==> src/rtl/calc_pkg.sv <==
// ---------------------------------------------------------------------------
// calc_pkg
// Shared types and constants for the calculator BCD datapath.
//   digito_bcd_t : one packed BCD digit (4 bits)
//   BCD_MAX      : largest legal BCD digit value
//   estado_sub_t : state encoding of the serial BCD subtractor
// ---------------------------------------------------------------------------
package calc_pkg;

   typedef logic [3:0] digito_bcd_t;

   localparam digito_bcd_t BCD_MAX = 4'd9;

   typedef enum logic [1:0] {
      OCIOSO,
      SUBTRAI,
      COMPLEMENTA,
      PRONTO
   } estado_sub_t;

endpackage

==> src/rtl/digito_sub_bcd.sv <==
// ---------------------------------------------------------------------------
// digito_sub_bcd
// Combinational single-digit BCD subtract with borrow: d = a - b - bin,
// corrected back into 0..9 by adding ten when the raw difference is negative.
// Ports:
//   a, b  : minuend and subtrahend digits
//   bin   : borrow in from the less significant digit
//   d     : result digit
//   bout  : borrow out to the next more significant digit
// ---------------------------------------------------------------------------
module digito_sub_bcd
   import calc_pkg::*;
(
   input  logic [3:0] a,
   input  logic [3:0] b,
   input  logic       bin,
   output logic [3:0] d,
   output logic       bout
);

   logic [4:0] diferenca;

   // Five bits cover the full range -16..15 even for non-BCD digits, so
   // bit 4 is a reliable sign bit for the borrow decision.
   always_comb begin
      diferenca = {1'b0, a} - {1'b0, b} - {4'b0000, bin};
      d         = diferenca[3:0];
      bout      = 1'b0;
      if (diferenca[4]) begin
         d    = diferenca[3:0] + 4'd10;
         bout = 1'b1;
      end
   end

endmodule

==> src/rtl/subtrai_bcd_serial.sv <==
// ---------------------------------------------------------------------------
// subtrai_bcd_serial
// Digit-serial BCD subtractor, LSD first: S = |A - B| in sign-magnitude BCD.
// A first pass subtracts digit by digit; if the final borrow is set the
// stored result is a ten's complement, so a second pass computes 0 - r to
// recover the magnitude and reports negativo.
// Ports:
//   clk, rst_n : clock (rising edge), asynchronous active-low reset
//   agora      : start pulse, A and B captured on the same edge
//   A, B       : packed BCD operands, digit 0 in bits [3:0]
//   ocupado    : high while a subtraction pass is running
//   valido     : one-cycle pulse when S/negativo/erro hold a new result
//   S          : magnitude of A - B, held until the next result
//   negativo   : 1 when A < B, held with S
//   erro       : invalid-digit flag
// Optional feature macro: SUBTRAI_BCD_VALIDA_EN enables the input digit
// check; when undefined erro is tied to 0.
// ---------------------------------------------------------------------------
module subtrai_bcd_serial
   import calc_pkg::*;
#(
   parameter int DIGITOS = 4
) (
   input  logic                 clk,
   input  logic                 rst_n,
   input  logic                 agora,
   input  logic [4*DIGITOS-1:0] A,
   input  logic [4*DIGITOS-1:0] B,
   output logic                 ocupado,
   output logic                 valido,
   output logic [4*DIGITOS-1:0] S,
   output logic                 negativo,
   output logic                 erro
);

   localparam int W  = 4 * DIGITOS;
   localparam int IW = (DIGITOS > 1) ? $clog2(DIGITOS) : 1;

   estado_sub_t estado;
   estado_sub_t proximo;

   logic [W-1:0]  a_sh;
   logic [W-1:0]  b_sh;
   logic [W-1:0]  res;
   logic [W-1:0]  res_next;
   logic          borrow;
   logic [IW-1:0] idx;
   logic          ultimo;
   logic          inicia;
   logic          invalido;
   logic          carrega_s;
   logic [3:0]    op_a;
   logic [3:0]    op_b;
   logic [3:0]    dig;
   logic          bout;

   assign ultimo = (idx == IW'(DIGITOS - 1));
   assign inicia = agora && ((estado == OCIOSO) || (estado == PRONTO));

   // A real result lands on S when the last digit of the final pass is done.
   assign carrega_s = ultimo && (((estado == SUBTRAI) && !bout) ||
                                 (estado == COMPLEMENTA));

`ifdef SUBTRAI_BCD_VALIDA_EN
   function automatic logic tem_invalido(input logic [W-1:0] x,
                                         input logic [W-1:0] y);
      logic r;
      r = 1'b0;
      for (int i = 0; i < DIGITOS; i++) begin
         if ((x[4*i +: 4] > BCD_MAX) || (y[4*i +: 4] > BCD_MAX)) begin
            r = 1'b1;
         end
      end
      return r;
   endfunction

   assign invalido = tem_invalido(A, B);
`else
   assign invalido = 1'b0;
`endif

   // The complement pass subtracts the stored result from zero; the single
   // digit unit is shared by both passes.
   always_comb begin
      op_a = a_sh[3:0];
      op_b = b_sh[3:0];
      if (estado == COMPLEMENTA) begin
         op_a = 4'd0;
         op_b = res[3:0];
      end
   end

   digito_sub_bcd u_digito (
      .a    (op_a),
      .b    (op_b),
      .bin  (borrow),
      .d    (dig),
      .bout (bout)
   );

   // Result digits enter at the top and shift down, so after DIGITOS cycles
   // digit 0 sits in bits [3:0].
   generate
      if (DIGITOS == 1) begin : g_um
         assign res_next = dig;
      end else begin : g_varios
         assign res_next = {dig, res[W-1:4]};
      end
   endgenerate

   // State register.
   always_ff @(posedge clk or negedge rst_n) begin
      if (!rst_n) begin
         estado <= OCIOSO;
      end else begin
         estado <= proximo;
      end
   end

   // Next-state logic; a start request is honoured in OCIOSO and PRONTO.
   always_comb begin
      proximo = estado;
      unique case (estado)
         OCIOSO, PRONTO: begin
            if (inicia) begin
               proximo = invalido ? PRONTO : SUBTRAI;
            end else begin
               proximo = OCIOSO;
            end
         end
         SUBTRAI: begin
            if (ultimo) begin
               proximo = bout ? COMPLEMENTA : PRONTO;
            end
         end
         COMPLEMENTA: begin
            if (ultimo) begin
               proximo = PRONTO;
            end
         end
         default: proximo = OCIOSO;
      endcase
   end

   assign ocupado = (estado == SUBTRAI) || (estado == COMPLEMENTA);
   assign valido  = (estado == PRONTO);

   // Datapath: operand capture, digit shifting, borrow chain and result load.
   always_ff @(posedge clk or negedge rst_n) begin
      if (!rst_n) begin
         a_sh     <= '0;
         b_sh     <= '0;
         res      <= '0;
         borrow   <= 1'b0;
         idx      <= '0;
         S        <= '0;
         negativo <= 1'b0;
      end else begin
         unique case (estado)
            OCIOSO, PRONTO: begin
               if (inicia) begin
                  a_sh   <= A;
                  b_sh   <= B;
                  borrow <= 1'b0;
                  idx    <= '0;
                  if (invalido) begin
                     S        <= '0;
                     negativo <= 1'b0;
                  end
               end
            end
            SUBTRAI: begin
               a_sh <= a_sh >> 4;
               b_sh <= b_sh >> 4;
               res  <= res_next;
               if (ultimo) begin
                  idx    <= '0;
                  borrow <= 1'b0;
                  if (!bout) begin
                     S        <= res_next;
                     negativo <= 1'b0;
                  end
               end else begin
                  idx    <= idx + 1'b1;
                  borrow <= bout;
               end
            end
            COMPLEMENTA: begin
               res <= res_next;
               if (ultimo) begin
                  idx      <= '0;
                  borrow   <= 1'b0;
                  S        <= res_next;
                  negativo <= 1'b1;
               end else begin
                  idx    <= idx + 1'b1;
                  borrow <= bout;
               end
            end
            default: begin
               idx <= '0;
            end
         endcase
      end
   end

`ifdef SUBTRAI_BCD_VALIDA_EN
   // erro is raised by a rejected capture and cleared by the next real result.
   always_ff @(posedge clk or negedge rst_n) begin
      if (!rst_n) begin
         erro <= 1'b0;
      end else if (inicia && invalido) begin
         erro <= 1'b1;
      end else if (carrega_s) begin
         erro <= 1'b0;
      end
   end
`else
   assign erro = 1'b0;
`endif

endmodule

==> config.mk <==
export PLATFORM = sky130hd
export DESIGN_NAME = subtrai_bcd_serial
export DESIGN_NICKNAME = d
export VERILOG_FILES = /design/src/rtl/calc_pkg.sv /design/src/rtl/digito_sub_bcd.sv /design/src/rtl/subtrai_bcd_serial.sv
export SDC_FILE = /design/constraint.sdc
export NUM_CORES = 1
export LEC_CHECK = 0
export ABC_AREA = 1
export ABC_CLOCK_PERIOD_IN_PS = 4900
export CAP_MARGIN = 10
export CORE_ASPECT_RATIO = 0.9
export CORE_MARGIN = 10
export CORE_UTILIZATION = 53
export DETAILED_ROUTE_END_ITERATION = 6
export GPL_TIMING_DRIVEN = 1
export PLACE_DENSITY = 0.88
export SLEW_MARGIN = 20
export SYNTH_ARGS = -nofsm -noshare
export SYNTH_HDL_FRONTEND = slang
export SYNTH_SLANG_ARGS = --single-unit
==> constraint.sdc <==
create_clock -name clk -period 4.9 [get_ports clk]
set_input_delay 1.225 -clock clk [delete_from_list [all_inputs] [get_ports clk]]
set_output_delay 1.225 -clock clk [all_outputs]
set_load 0.01 [all_outputs]
# ---- Word-level counts from Yosys, hierarchy flattened
# Cells that the tools add are included.
dict set report classes {
  addsub 4
  mux 27
  div_mod_pow 0
  n_shift 0
  n_mul 0
  bitwise_logic 1
  n_reduce_logical 10
  n_lt_le_gt_ge 0
  eq_ne 8
}
# cell count
set op_table {}
lappend op_table {{$pmux W16 S2} 3}
lappend op_table {{$mux W16} 5}
lappend op_table {{$mux W4} 3}
lappend op_table {{$mux W1} 8}
lappend op_table {{$mux W2} 4}
lappend op_table {{$ne A2 B2 Y1 const B} 4}
lappend op_table {{$eq A2 B2 Y1 const B} 3}
lappend op_table {{$pmux W2 S3} 1}
lappend op_table {{$sub A4 B4 Y5} 1}
lappend op_table {{$sub A5 B1 Y5} 1}
lappend op_table {{$add A4 B4 Y4 const B} 1}
lappend op_table {{$pmux W1 S2} 2}
lappend op_table {{$pmux W2 S2} 1}
lappend op_table {{$reduce_and A2 Y1} 2}
lappend op_table {{$reduce_and A4 Y1} 1}
lappend op_table {{$reduce_or A2 Y1} 2}
lappend op_table {{$add A2 B1 Y2 const B} 1}
lappend op_table {{$eq A2 B1 Y1 const B} 1}
lappend op_table {{$logic_not A2 Y1} 1}
lappend op_table {{$logic_or A1 B1 Y1} 2}
lappend op_table {{$reduce_bool A2 Y1} 1}
lappend op_table {{$logic_and A1 B1 Y1} 1}
lappend op_table {{$not A1 Y1} 1}
dict set report totals {
  mem_count 0
  mem_bits_ro 0
  input_bits 35
  ramBits 0
  reg_bits 70
  latchBits 0
  out_inout_bits 20
  elab_cells 58
}

# ---- Longest topological paths before layout
# Gate-level depths: netlist of run 1.
dict set report depth {
  depth_word 9
  depth_mapped 20
  mapped_depth_nobuf 19
}

# ---- Cells and area by module
# A second synthesis of run 1 with hierarchy kept.
dict set report unflattened {
  cells_unflattened 455
  hier_area_um2 3550.9
}
# mod area_per_inst_um2 seq_area_each_um2 cells_each n_inst
set modules_own_cells {}
lappend modules_own_cells {subtrai_bcd_serial 3193.1 1751.7 401 1}
lappend modules_own_cells {digito_sub_bcd 357.8 0.0 54 1}

# ---- Worst setup path after synthesis of run 1
# OpenSTA, ideal clock, no wires.
dict set report synth_timing {
  kind {register -> register}
  from {register estado[0]}
  to {register S[12]}
  required_time_ns 4.774
  arrival_time_ns 2.394
  path_buffers 2
  synth_period_minus_slack_ns 2.520
  stages_incl_launch_ff 21
  path_slack_ns 2.380
  setup_ns 0.126
  path_cell_list {dfrtp_1 -> inv_1 -> ha_1 -> buf_2 -> inv_2 -> nand2_1 -> nand2_1 -> fa_1 -> inv_1 -> fa_1 -> inv_1 -> nand2_1 -> nand2_1 -> nand2_1 -> nand2_1 -> nand2_1 -> nand2_1 -> nand2_2 -> buf_2 -> nand2_1 -> o21ai_0}
}
dict set report synth_via {
  elab_chain_len 9
  word_cells_on_any_way 21
  classes_between {add/sub: 3; eq/ne: 6; mux: 8; bitwise: 1; reduce/logical: 3}
}
# element line
set synth_lines {}
lappend synth_lines {{start, declared} subtrai_bcd_serial.sv:39} ;# estado_sub_t estado;
lappend synth_lines {{start signal, assigned} subtrai_bcd_serial.sv:116} ;# estado <= proximo;
lappend synth_lines {{$eq A2 B2 Y1} {subtrai_bcd_serial.sv:87, subtrai_bcd_serial.sv:159}}
lappend synth_lines {{$mux W4} subtrai_bcd_serial.sv:87} ;# if (estado == COMPLEMENTA) begin
lappend synth_lines {{$sub A4 B4 Y5} digito_sub_bcd.sv:26} ;# diferenca = {1'b0, a} - {1'b0, b} - {4'b0000, bin};
lappend synth_lines {{$sub A5 B1 Y5} digito_sub_bcd.sv:26}
lappend synth_lines {{$add A4 B4 Y4} digito_sub_bcd.sv:30} ;# d = diferenca[3:0] + 4'd10;
lappend synth_lines {{$mux W4} digito_sub_bcd.sv:29} ;# if (diferenca[4]) begin
lappend synth_lines {{$mux W16} subtrai_bcd_serial.sv:179} ;# if (!bout) begin
lappend synth_lines {{$mux W16} subtrai_bcd_serial.sv:176} ;# if (ultimo) begin
lappend synth_lines {{$pmux W16 S2} subtrai_bcd_serial.sv:159} ;# unique case (estado)
lappend synth_lines {{end signal, assigned} subtrai_bcd_serial.sv:180} ;# S <= res_next;
lappend synth_lines {{end signal, assigned} subtrai_bcd_serial.sv:193} ;# S <= res_next;
lappend synth_lines {{end, declared} subtrai_bcd_serial.sv:31} ;# output logic [4*DIGITOS-1:0] S,
# Parallel ways exist; a longest one is shown, timed or not. The select of a mux whose other input is x is not followed.
# A chain may end at the register's enable or synchronous reset.

# ---- Final worst setup path of run 1
dict set report layout_timing {
  from {register estado[0]}
  to {output ocupado}
}
dict set report layout_via {
  elab_chain_len 2
  word_cells_on_any_way 3
  classes_between {eq/ne: 2; reduce/logical: 1}
}
# element line
set layout_lines {}
lappend layout_lines {{$eq A2 B1 Y1 / $eq A2 B2 Y1 (equally long branches)} subtrai_bcd_serial.sv:145} ;# assign ocupado = (estado == SUBTRAI) || (estado == COMPLEMENTA);
lappend layout_lines {{$logic_or A1 B1 Y1 *} subtrai_bcd_serial.sv:145}
lappend layout_lines {{end, declared} subtrai_bcd_serial.sv:29} ;# output logic ocupado,
# Every way passes the cells marked *; elsewhere a longest branch is shown, timed or not.

==> results.yml, run 1 <==
logic_synthesis:
  post_synth_num_cell_types: 22
  synth_top_area_cell: "sky130_fd_sc_hd__dfrtp_1"
  postSynth.asyncResetShare_pct: 100
  post_synth_most_frequent_cells: "128 x sky130_fd_sc_hd__nand2_1, 70 x sky130_fd_sc_hd__dfrtp_1, 40 x sky130_fd_sc_hd__o21ai_0, 36 x sky130_fd_sc_hd__inv_1, 30 x sky130_fd_sc_hd__nor2_1"
  synthesis.instances: 384
  synth.top_cell.area_share_pct: 54.4
  syn_area_per_cell_sq_um: 8.39
  synth_most_common_cell: "sky130_fd_sc_hd__nand2_1"
  synth.top_cells.by_area: "sky130_fd_sc_hd__dfrtp_1 54%, sky130_fd_sc_hd__nand2_1 15%, sky130_fd_sc_hd__o21ai_0 6.2%, sky130_fd_sc_hd__a31oi_1 4.7%, sky130_fd_sc_hd__inv_1 4.2%"
  synth_sequential_area_ratio_pct: 54.4
  synth_ff_type: "sky130_fd_sc_hd__dfrtp_1"
  synth.ff_latch_count: 70
  synth_edf_count: 0
  total_nets_after_synthesis: 430
  ys.warnings.count: 0
  syn-cell-area_sq_um: 3220
hold_path:
  min_path_type: "reg -> reg"
  min_from: "S[15]"
  hold-path-endpoint: "S[15]"
  worstHoldPathCells: 2
timing:
  tmin_final_ps: 3640
  slew_headroom_pct: 37.6
  finalCritPeriodShare_pct: 74.3
  grt_setup_unrepaired: "no"
  totalNegativeSetupSlack_ps: 0
  max_freq_ghz: 0.275
  worst_case_clock_skew_ps: 6.00
  hold_violations: 0
  final_max_slew_viol_count: 0
  max_slew.worst_pin.slew_ps: 936
  report.final.setup_viol: 0
final_layout:
  areaGrowthSynthToFinish_pct: 22.7
  diode_count: 0
  fillers: 501
  post_layout_nets: 477
  drive_above_1_share_pct: 6.19
placement:
  portBuffers: 53
  place_congestion: 0.836
  dp_hpwl_mm: 4.93
routing:
  detail_route.drc_violations: 0
  maxUsedRoutingLayer: "met4"
  vias: 2592
  met2WireLength_mm: 3.35
  finalWirelength_mm: 7.06
  drt-wirelength-per-cell_microns: 14.0
  first_iter_violations: 118
  drt-vias-per-instance: 5.12
  met1_length_mm: 3.04
  antenna_left: 0
  detail_route.first_pass.iterations: 4
  detailroute.wirelength.met3_microns: 554
floorplanning:
  floorplan.io_pins: 55
  placementRows: 26
  placeableCoreArea_sq_um: 5790
  design.die.area_sq_um: 9600
  fp.dieH_microns: 94.0
  chipWidth_microns: 102
  initial_core_util_pct: 55.6
clock_network:
  postCtsSetupBuffers: 0
  tritoncts: "done"
  numCtsBuffers: 9
  postCtsResizedCells: 0
  insertion_delay_ps: 350
  cts-hold-fix-buffers: 0
  cts-htree-levels: 3
  clock-sinks: 70
  clock_tree.root_cell: "sky130_fd_sc_hd__clkbuf_8"
  cts_buffer_depth: 2
  path_clk_slew_ps: 70
worst_setup_path:
  timing.critical_path.to_type: "output port"
  critPathLaunchType: "register"
  worstPathRequired_ps: 3670
  reg2reg_from: "estado[0]"
  timing.reg2reg.setup_slack_ps: 1720
  path_max_fanout: 32
  crit-reg2reg-capture: "S[13]"
  cp_data_arrival_time_ps: 2420
  ff2ff_path_depth: 19
  worst-setup-path-type: "reg -> out"
global_route:
  antenna_found_initial: 0
  grt_max_degree: 65
  grt_pass1_wl_mm: 11.8
  track_usage_pct: 15.6
  first_global_vias: 2603
  global_route.overflow_total: 0
run_status:
  status: "finished clean"
run:
  maxCapViolCount: 0
-- critical path, stage by stage, from the launching register on --
cell                              delay, ps
sky130_fd_sc_hd__dfrtp_1                400
sky130_fd_sc_hd__inv_1                   60
sky130_fd_sc_hd__ha_1                   820
sky130_fd_sc_hd__inv_2                  220
sky130_fd_sc_hd__clkdlybuf4s50_1        550
-- flip-flops by register name, indices dropped and copies added (netlist names) --
signal    count
res          16
a_sh         16
b_sh         16
borrow        1
estado        2
negativo      1
S            16
idx           2
-- kinds of logic (layout without fill, tap and decap cells) --
logic type | Yosys count | count (layout) | share of synthesized area (%)
AND/OR/NAND/NOR | 174 | 174 | 21.0
flip-flops | 70 | 70 | 54.4
AO/OA/AOI/OAI | 68 | 68 | 12.1
buffers and inverters | 59 | 111 | 7.42
adder cells (fa/ha/maj) | 11 | 11 | 4.74
other | 1 | 1 | 0.116
multiplexers | 1 | 1 | 0.311
-- placed cells by master, fill, tap and decap left out, drive strengths merged --
| cell | instances |
|---|---|
| nand2 | 129 |
| dfrtp | 70 |
| o21ai | 41 |
| clkbuf | 10 |
| conb | 1 |
| ha | 9 |
| nor2 | 31 |
| clkdlybuf4s50 | 52 |
| mux2i | 1 |
| a21oi | 2 |
| buf | 4 |
| a31oi | 24 |
| nand3 | 14 |
| clkinv | 3 |
| inv | 39 |
| a22o | 1 |
| fa | 2 |
| clkinvlp | 3 |
-- worst max-delay path by stage --
stage / from / to / slack (ps)
finish: estado[0] / ocupado / 1260
global route: estado[0] / ocupado / 1090
CTS: estado[0] / ocupado / 1240
detailed placement: estado[0] / ocupado / 1620
global placement: estado[0] / ocupado / 1680
floorplan: estado[0] / S[12] / 2380
-- final cells by class --
| class | count | area, sq um | share of cell area, % |
|---|---|---|---|
| repair buffers | 56 | 561 | 14.2 |
| inverters | 39 | 146 | 3.70 |
| flip-flops and latches | 70 | 1750 | 44.3 |
| clock inverters | 6 | 37.5 | 0.950 |
| clock buffers | 10 | 138 | 3.48 |
| multi-input cells | 255 | 1230 | 31.1 |
| well taps | 70 | 87.6 | 2.22 |
-- per-layer routing --
layer	vias up	global-route usage (%)
met1	1199	17.7
met3	10	7.14
met4	0	5.40
met5	-	0
li1	1309	-
met2	74	25.3
-- stage by stage --
step	setup slack, ps	utilization (%)	area, sq um	instances	hold slack, ps
3_5_place_dp	1620	64.9	3760	489	467
4_1_cts	1240	67.9	3930	505	485
5_1_grt	1090	68.3	3950	506	512
6_report	1260	68.3	3950	506	484
2_1_floorplan	2380	-	3220	384	449
3_3_place_gp	1680	64.9	3760	489	464
Power of run 1 is left out: the tool's default activity adds up to more than one toggle a clock period on the data nets, which glitch-free logic cannot reach.
==> run 2: changes to the inputs <==
--- a/config.mk
+++ b/config.mk
@@ -6,14 +6,14 @@
 export NUM_CORES = 1
 export LEC_CHECK = 0
 export ABC_AREA = 1
-export ABC_CLOCK_PERIOD_IN_PS = 4900
+export ABC_CLOCK_PERIOD_IN_PS = 3100
 export CAP_MARGIN = 10
 export CORE_ASPECT_RATIO = 0.9
 export CORE_MARGIN = 10
-export CORE_UTILIZATION = 53
+export CORE_UTILIZATION = 48
 export DETAILED_ROUTE_END_ITERATION = 6
 export GPL_TIMING_DRIVEN = 1
-export PLACE_DENSITY = 0.88
+export PLACE_DENSITY = 0.84
 export SLEW_MARGIN = 20
 export SYNTH_ARGS = -nofsm -noshare
 export SYNTH_HDL_FRONTEND = slang
==> constraint.sdc (replaced) <==
create_clock -name clk -period 3.1 [get_ports clk]
set_input_delay 0.775 -clock clk [delete_from_list [all_inputs] [get_ports clk]]
set_output_delay 0.775 -clock clk [all_outputs]
set_load 0.01 [all_outputs]
==> run 2 against run 1 <==
Critical endpoint is now S[3]. Highest routed layer unchanged. Critical path depth increased by 15. Clock skew increased by 1.5 ps. Via count increased by 0.93%. Register-to-register slack got worse by 1400 ps. Worst setup slack got worse by 970 ps. Routed wire length decreased by 3.6%. Sequential share of layout area decreased by 0.92 points. Worst hold slack got worse by 30 ps.
==> results.yml, run 2 (same netlist as run 1, synthesis figures left out) <==
global_route:
  antenna_found_initial: 0
  grt_pass1_wl_mm: 12.0
  track_usage_pct: 14.0
  first_global_vias: 2741
  global_route.overflow_total: 0
  grt_max_degree: 65
routing:
  first_iter_violations: 130
  finalWirelength_mm: 6.81
  drt-wirelength-per-cell_microns: 12.8
  antenna_left: 0
  drt-vias-per-instance: 4.93
  detail_route.drc_violations: 0
  detail_route.first_pass.iterations: 6
  vias: 2616
floorplanning:
  floorplan.io_pins: 55
  fp.dieH_microns: 97.7
  initial_core_util_pct: 49.2
  design.die.area_sq_um: 10400
  placeableCoreArea_sq_um: 6550
  chipWidth_microns: 106
  placementRows: 28
clock_network:
  insertion_delay_ps: 350
  numCtsBuffers: 9
  cts_buffer_depth: 2
  clock_tree.root_cell: "sky130_fd_sc_hd__clkbuf_8"
  clock-sinks: 70
  path_clk_slew_ps: 70
  tritoncts: "done"
  cts-htree-levels: 3
worst_setup_path:
  critPathLaunchType: "register"
  worst-setup-path-type: "reg -> reg"
  crit_chain: "inv_1 > ha_4 > inv_2 > nand2_1 > nand2_1 > fa_1 > inv_1 > fa_1 > inv_1 > nand2_1 > nand2_1 > nand2_1 > nand2_1 > nand2_1 > nand2_1 > nand2_4 > buf_4 > nand2_1 > o21ai_0"
  timing.reg2reg.setup_slack_ps: 280
  worst-path-buf-inv: 5
  cp_slowest_cell: "sky130_fd_sc_hd__fa_1"
  path_max_fanout: 10
  timing.critical_path.mode_cell: "sky130_fd_sc_hd__nand2_1"
  reg2reg_from: "estado[0]"
  worstPathRequired_ps: 3340
  timing.critical_path.to_type: "register"
  cp_data_arrival_time_ps: 3050
  ff2ff_path_depth: 19
  crit_family: "simple AND/OR/NAND/NOR gates"
  critPathMaxStageDelay_ps: 430
  crit-reg2reg-capture: "S[3]"
timing:
  finalCritPeriodShare_pct: 90.9
  max_slew.worst_pin.slew_ps: 594
  tmin_final_ps: 2820
  report.final.setup_viol: 0
  max_freq_ghz: 0.355
  hold_violations: 0
  totalNegativeSetupSlack_ps: 0
  hold_slack_ps: 454
  worst_case_clock_skew_ps: 7.49
  slew_headroom_pct: 60.3
  final_max_slew_viol_count: 0
  grt_setup_unrepaired: "no"
final_layout:
  areaGrowthSynthToFinish_pct: 25.3
  mostFrequentLayoutCell: "sky130_fd_sc_hd__nand2_1"
  post_layout_nets: 483
  diode_count: 0
  layout_common_cells: "128 x sky130_fd_sc_hd__nand2_1, 70 x sky130_fd_sc_hd__dfrtp_1, 52 x sky130_fd_sc_hd__clkdlybuf4s50_1"
  fillers: 544
  drive_above_1_share_pct: 7.03
placement:
  place_congestion: 0.855
  dp_hpwl_mm: 4.88
  portBuffers: 53
run:
  maxCapViolCount: 0
run_status:
  status: "finished clean"
hold_path:
  min_path_type: "in -> async"
## run 2: worst max-delay path by stage
| stage | depth (start not counted) | start | endpoint |
|---|---|---|---|
| global route | 19 | estado[0] | S[10] |
| detailed placement | 19 | estado[0] | negativo |
| finish | 19 | estado[0] | S[3] |
| CTS | 19 | estado[0] | negativo |
| global placement | 19 | estado[0] | negativo |
| floorplan | 20 | estado[0] | S[12] |
## run 2: metrics by stage
stage	cells	setup slack, ps	area, sq um	util, %
final	531	284	4040	61.6
after global routing	531	6.59	4040	61.6
after CTS	528	10.9	3990	60.9
after detailed placement	513	91.8	3810	58.2
after global placement	513	276	3810	58.2
after floorplan	384	580	3220	-
## run 2: layout make-up
type                            instances  area (sq um)  share of cell area [%]
Clock buffer                           11           131                    3.25
Clock inverter                          4          48.8                    1.21
Inverter                               39           146                    3.63
Multi-Input combinational cell        255          1250                    30.9
Sequential cell                        70          1750                    43.4
Tap cell                               90           113                    2.79
Timing Repair Buffer                   62           597                    14.8
## run 2: layer usage
| metal | vias up | share of wire (%) | global-route usage, % | wire, microns |
|---|---|---|---|---|
| met5 | - | 0 | 0 | 0 |
| met4 | 0 | 2.7 | 6.24 | 184 |
| met3 | 19 | 8.1 | 6.83 | 553 |
| met2 | 80 | 47 | 23.2 | 3200 |
| met1 | 1196 | 42 | 14.9 | 2870 |
| li1 | 1321 | - | - | - |
## run 2: worst reg2reg max path, stage by stage (launching register included)
cell                      delay (ps)
sky130_fd_sc_hd__dfrtp_1         400
sky130_fd_sc_hd__inv_1            90
sky130_fd_sc_hd__ha_4            190
sky130_fd_sc_hd__inv_2           130
sky130_fd_sc_hd__nand2_1          70
sky130_fd_sc_hd__nand2_1          80
sky130_fd_sc_hd__fa_1            170
sky130_fd_sc_hd__inv_1            60
sky130_fd_sc_hd__fa_1            430
sky130_fd_sc_hd__inv_1            90
sky130_fd_sc_hd__nand2_1          60
sky130_fd_sc_hd__nand2_1          90
sky130_fd_sc_hd__nand2_1         100
sky130_fd_sc_hd__nand2_1          90
sky130_fd_sc_hd__nand2_1         110
sky130_fd_sc_hd__nand2_1         130
sky130_fd_sc_hd__nand2_4          90
sky130_fd_sc_hd__buf_4           180
sky130_fd_sc_hd__nand2_1          70
sky130_fd_sc_hd__o21ai_0          70
## run 2: what timing repair did
| action | 4_1_cts | 5_1_grt |
|---|---|---|
| endpoints found under the setup margin | 0 | 17 |
| hold buffers | 0 | 0 |
| setup buffers | 0 | 3 |
| resized for setup | 0 | 4 |
Power of run 2 is left out for the same reason.
==> run 3: changes to the inputs <==
--- a/config.mk
+++ b/config.mk
@@ -10,10 +10,10 @@
 export CAP_MARGIN = 10
 export CORE_ASPECT_RATIO = 0.9
 export CORE_MARGIN = 10
-export CORE_UTILIZATION = 48
+export CORE_UTILIZATION = 25
 export DETAILED_ROUTE_END_ITERATION = 6
 export GPL_TIMING_DRIVEN = 1
-export PLACE_DENSITY = 0.84
+export PLACE_DENSITY = 0.53
 export SLEW_MARGIN = 20
 export SYNTH_ARGS = -nofsm -noshare
 export SYNTH_HDL_FRONTEND = slang
==> run 3 against run 2 <==
Critical path depth stayed put. Worst setup slack improved by 100 ps. Non-clock buffer count shrank 4. Via count is 4.5% lower. Fmax grew 3.7%. First-iteration DRC count increased by 12%. Worst hold slack gained 26 ps. Flip-flop and latch count unchanged. Clock skew decreased by 2.5 ps. Critical path type unchanged. Largest cell class unchanged.
==> results.yml, run 3 (same netlist as run 1, synthesis figures left out) <==
routing:
  detail_route.drc_violations: 0
  detail_route.first_pass.iterations: 4
  finalWirelength_mm: 7.23
  drt-wirelength-per-cell_microns: 12.0
  antenna_left: 0
  vias: 2498
  drt-vias-per-instance: 4.15
  first_iter_violations: 145
timing:
  max_slew.worst_pin.slew_ps: 674
  final_max_slew_viol_count: 0
  fin_ws_ps: 385
  totalNegativeSetupSlack_ps: 0
  report.final.setup_viol: 0
  grt_setup_unrepaired: "no"
  worst_case_clock_skew_ps: 4.99
  max_freq_ghz: 0.368
  tmin_final_ps: 2710
  slew_headroom_pct: 55.1
  finalCritPeriodShare_pct: 87.6
  hold_violations: 0
placement:
  portBuffers: 53
  dp_hpwl_mm: 5.12
  dpl_worst_slack_ps: 312
  dpl_cell_area_sq_um: 3920
  place_congestion: 0.744
  placed_cell_count: 586
floorplanning:
  placeableCoreArea_sq_um: 12600
  initial_core_util_pct: 25.5
  floorplan.io_pins: 55
  fp.dieH_microns: 128
  placementRows: 39
  chipWidth_microns: 140
  design.die.area_sq_um: 17800
run_status:
  status: "finished clean"
worst_setup_path:
  timing.critical_path.to_type: "register"
  worst-setup-path-type: "reg -> reg"
  worstPathRequired_ps: 3350
  timing.reg2reg.setup_slack_ps: 390
  cp_data_arrival_time_ps: 2960
  crit-reg2reg-capture: "S[8]"
  critPathLaunchType: "register"
  path_max_fanout: 26
  ff2ff_path_depth: 19
  reg2reg_from: "estado[0]"
hold_path:
  min_path_type: "in -> async"
global_route:
  first_global_vias: 2573
  grt_pass1_wl_mm: 12.5
  track_usage_pct: 8.52
  global_route.overflow_total: 0
  antenna_found_initial: 0
  grt_max_degree: 65
clock_network:
  cts_buffer_depth: 2
  clock_tree.root_cell: "sky130_fd_sc_hd__clkbuf_16"
  postCtsResizedCells: 0
  cts-hold-fix-buffers: 0
  postCtsSetupBuffers: 0
  numCtsBuffers: 9
  tritoncts: "done"
  clock-sinks: 70
  cts-htree-levels: 3
  insertion_delay_ps: 330
  path_clk_slew_ps: 60
final_layout:
  diode_count: 0
  drive_above_1_share_pct: 6.85
  layout_common_cells: "128 x sky130_fd_sc_hd__nand2_1, 70 x sky130_fd_sc_hd__dfrtp_1, 52 x sky130_fd_sc_hd__clkdlybuf4s50_1"
  layoutNonFillerInstCount: 602
  fillers: 1319
  areaGrowthSynthToFinish_pct: 33.4
  post_layout_nets: 479
  mostFrequentLayoutCell: "sky130_fd_sc_hd__nand2_1"
  layout.cell_area.non_filler_sq_um: 4300
run:
  maxCapViolCount: 0
[run 3: cell types whose count changed in the layout (fill, tap and decap cells not counted), moves of 2 or more]
cell                        previous run  this run
sky130_fd_sc_hd__bufinv_16             1         4
sky130_fd_sc_hd__buf_4                 8         3
sky130_fd_sc_hd__clkbuf_16             0         9
sky130_fd_sc_hd__clkbuf_1              2         0
sky130_fd_sc_hd__buf_12                0         2
sky130_fd_sc_hd__clkbuf_8              9         1
[run 3: metrics by stage]
stage | utilization [%] | hold slack [ps]
after floorplan | - | 449
after global placement | 31.0 | 467
after detailed placement | 31.0 | 471
after CTS | 34.0 | 484
after global routing | 34.0 | 496
final | 34.0 | 480
[run 3: worst max path at each step]
stage / start / end / slack [ps] / cells past startpoint
6_report: estado[0] / S[8] / 390 / 19
5_1_grt: estado[0] / S[12] / 20 / 19
4_1_cts: estado[0] / S[8] / 290 / 19
3_5_place_dp: estado[0] / S[9] / 310 / 18
3_3_place_gp: estado[0] / S[9] / 390 / 18
2_1_floorplan: estado[0] / S[12] / 580 / 20
[run 3: layer usage]
metal | routed length, microns | part of all wire (%) | vias to the layer above | GRT usage [%]
met4 | 90 | 1.2 | 0 | 2.91
met3 | 633 | 8.8 | 11 | 4.15
met2 | 2810 | 39 | 70 | 11.8
li1 | - | - | 1320 | -
met1 | 3690 | 51 | 1097 | 11.3
met5 | 0 | 0 | - | 0
[run 3: worst max-delay path, stage by stage, from the launching register on]
cell                      delay [ps]
sky130_fd_sc_hd__dfrtp_1         410
sky130_fd_sc_hd__inv_1            70
sky130_fd_sc_hd__ha_2            250
sky130_fd_sc_hd__inv_2           110
sky130_fd_sc_hd__nand2_1          70
sky130_fd_sc_hd__nand2_1          60
sky130_fd_sc_hd__fa_1            380
sky130_fd_sc_hd__inv_1           100
sky130_fd_sc_hd__fa_1            190
sky130_fd_sc_hd__inv_1            50
sky130_fd_sc_hd__nand2_1          60
sky130_fd_sc_hd__nand2_1          80
sky130_fd_sc_hd__nand2_1          90
sky130_fd_sc_hd__nand2_1          50
sky130_fd_sc_hd__nand2_1         120
sky130_fd_sc_hd__nand2_1          80
sky130_fd_sc_hd__nand2_2         150
sky130_fd_sc_hd__buf_12          170
sky130_fd_sc_hd__nand2_1          60
sky130_fd_sc_hd__o21ai_0          70
[run 3: layout make-up]
class                      instances  area (sq um)  share of cell area, %
tap                              164           205                   4.78
timing repair buffer              58           588                   13.7
multi-input combinational        255          1230                   28.7
clock inverter                     6           133                   3.09
clock buffer                      10           239                   5.56
sequential                        70          1750                   40.8
inverter                          39           146                   3.41
Power of run 3 is left out for the same reason.
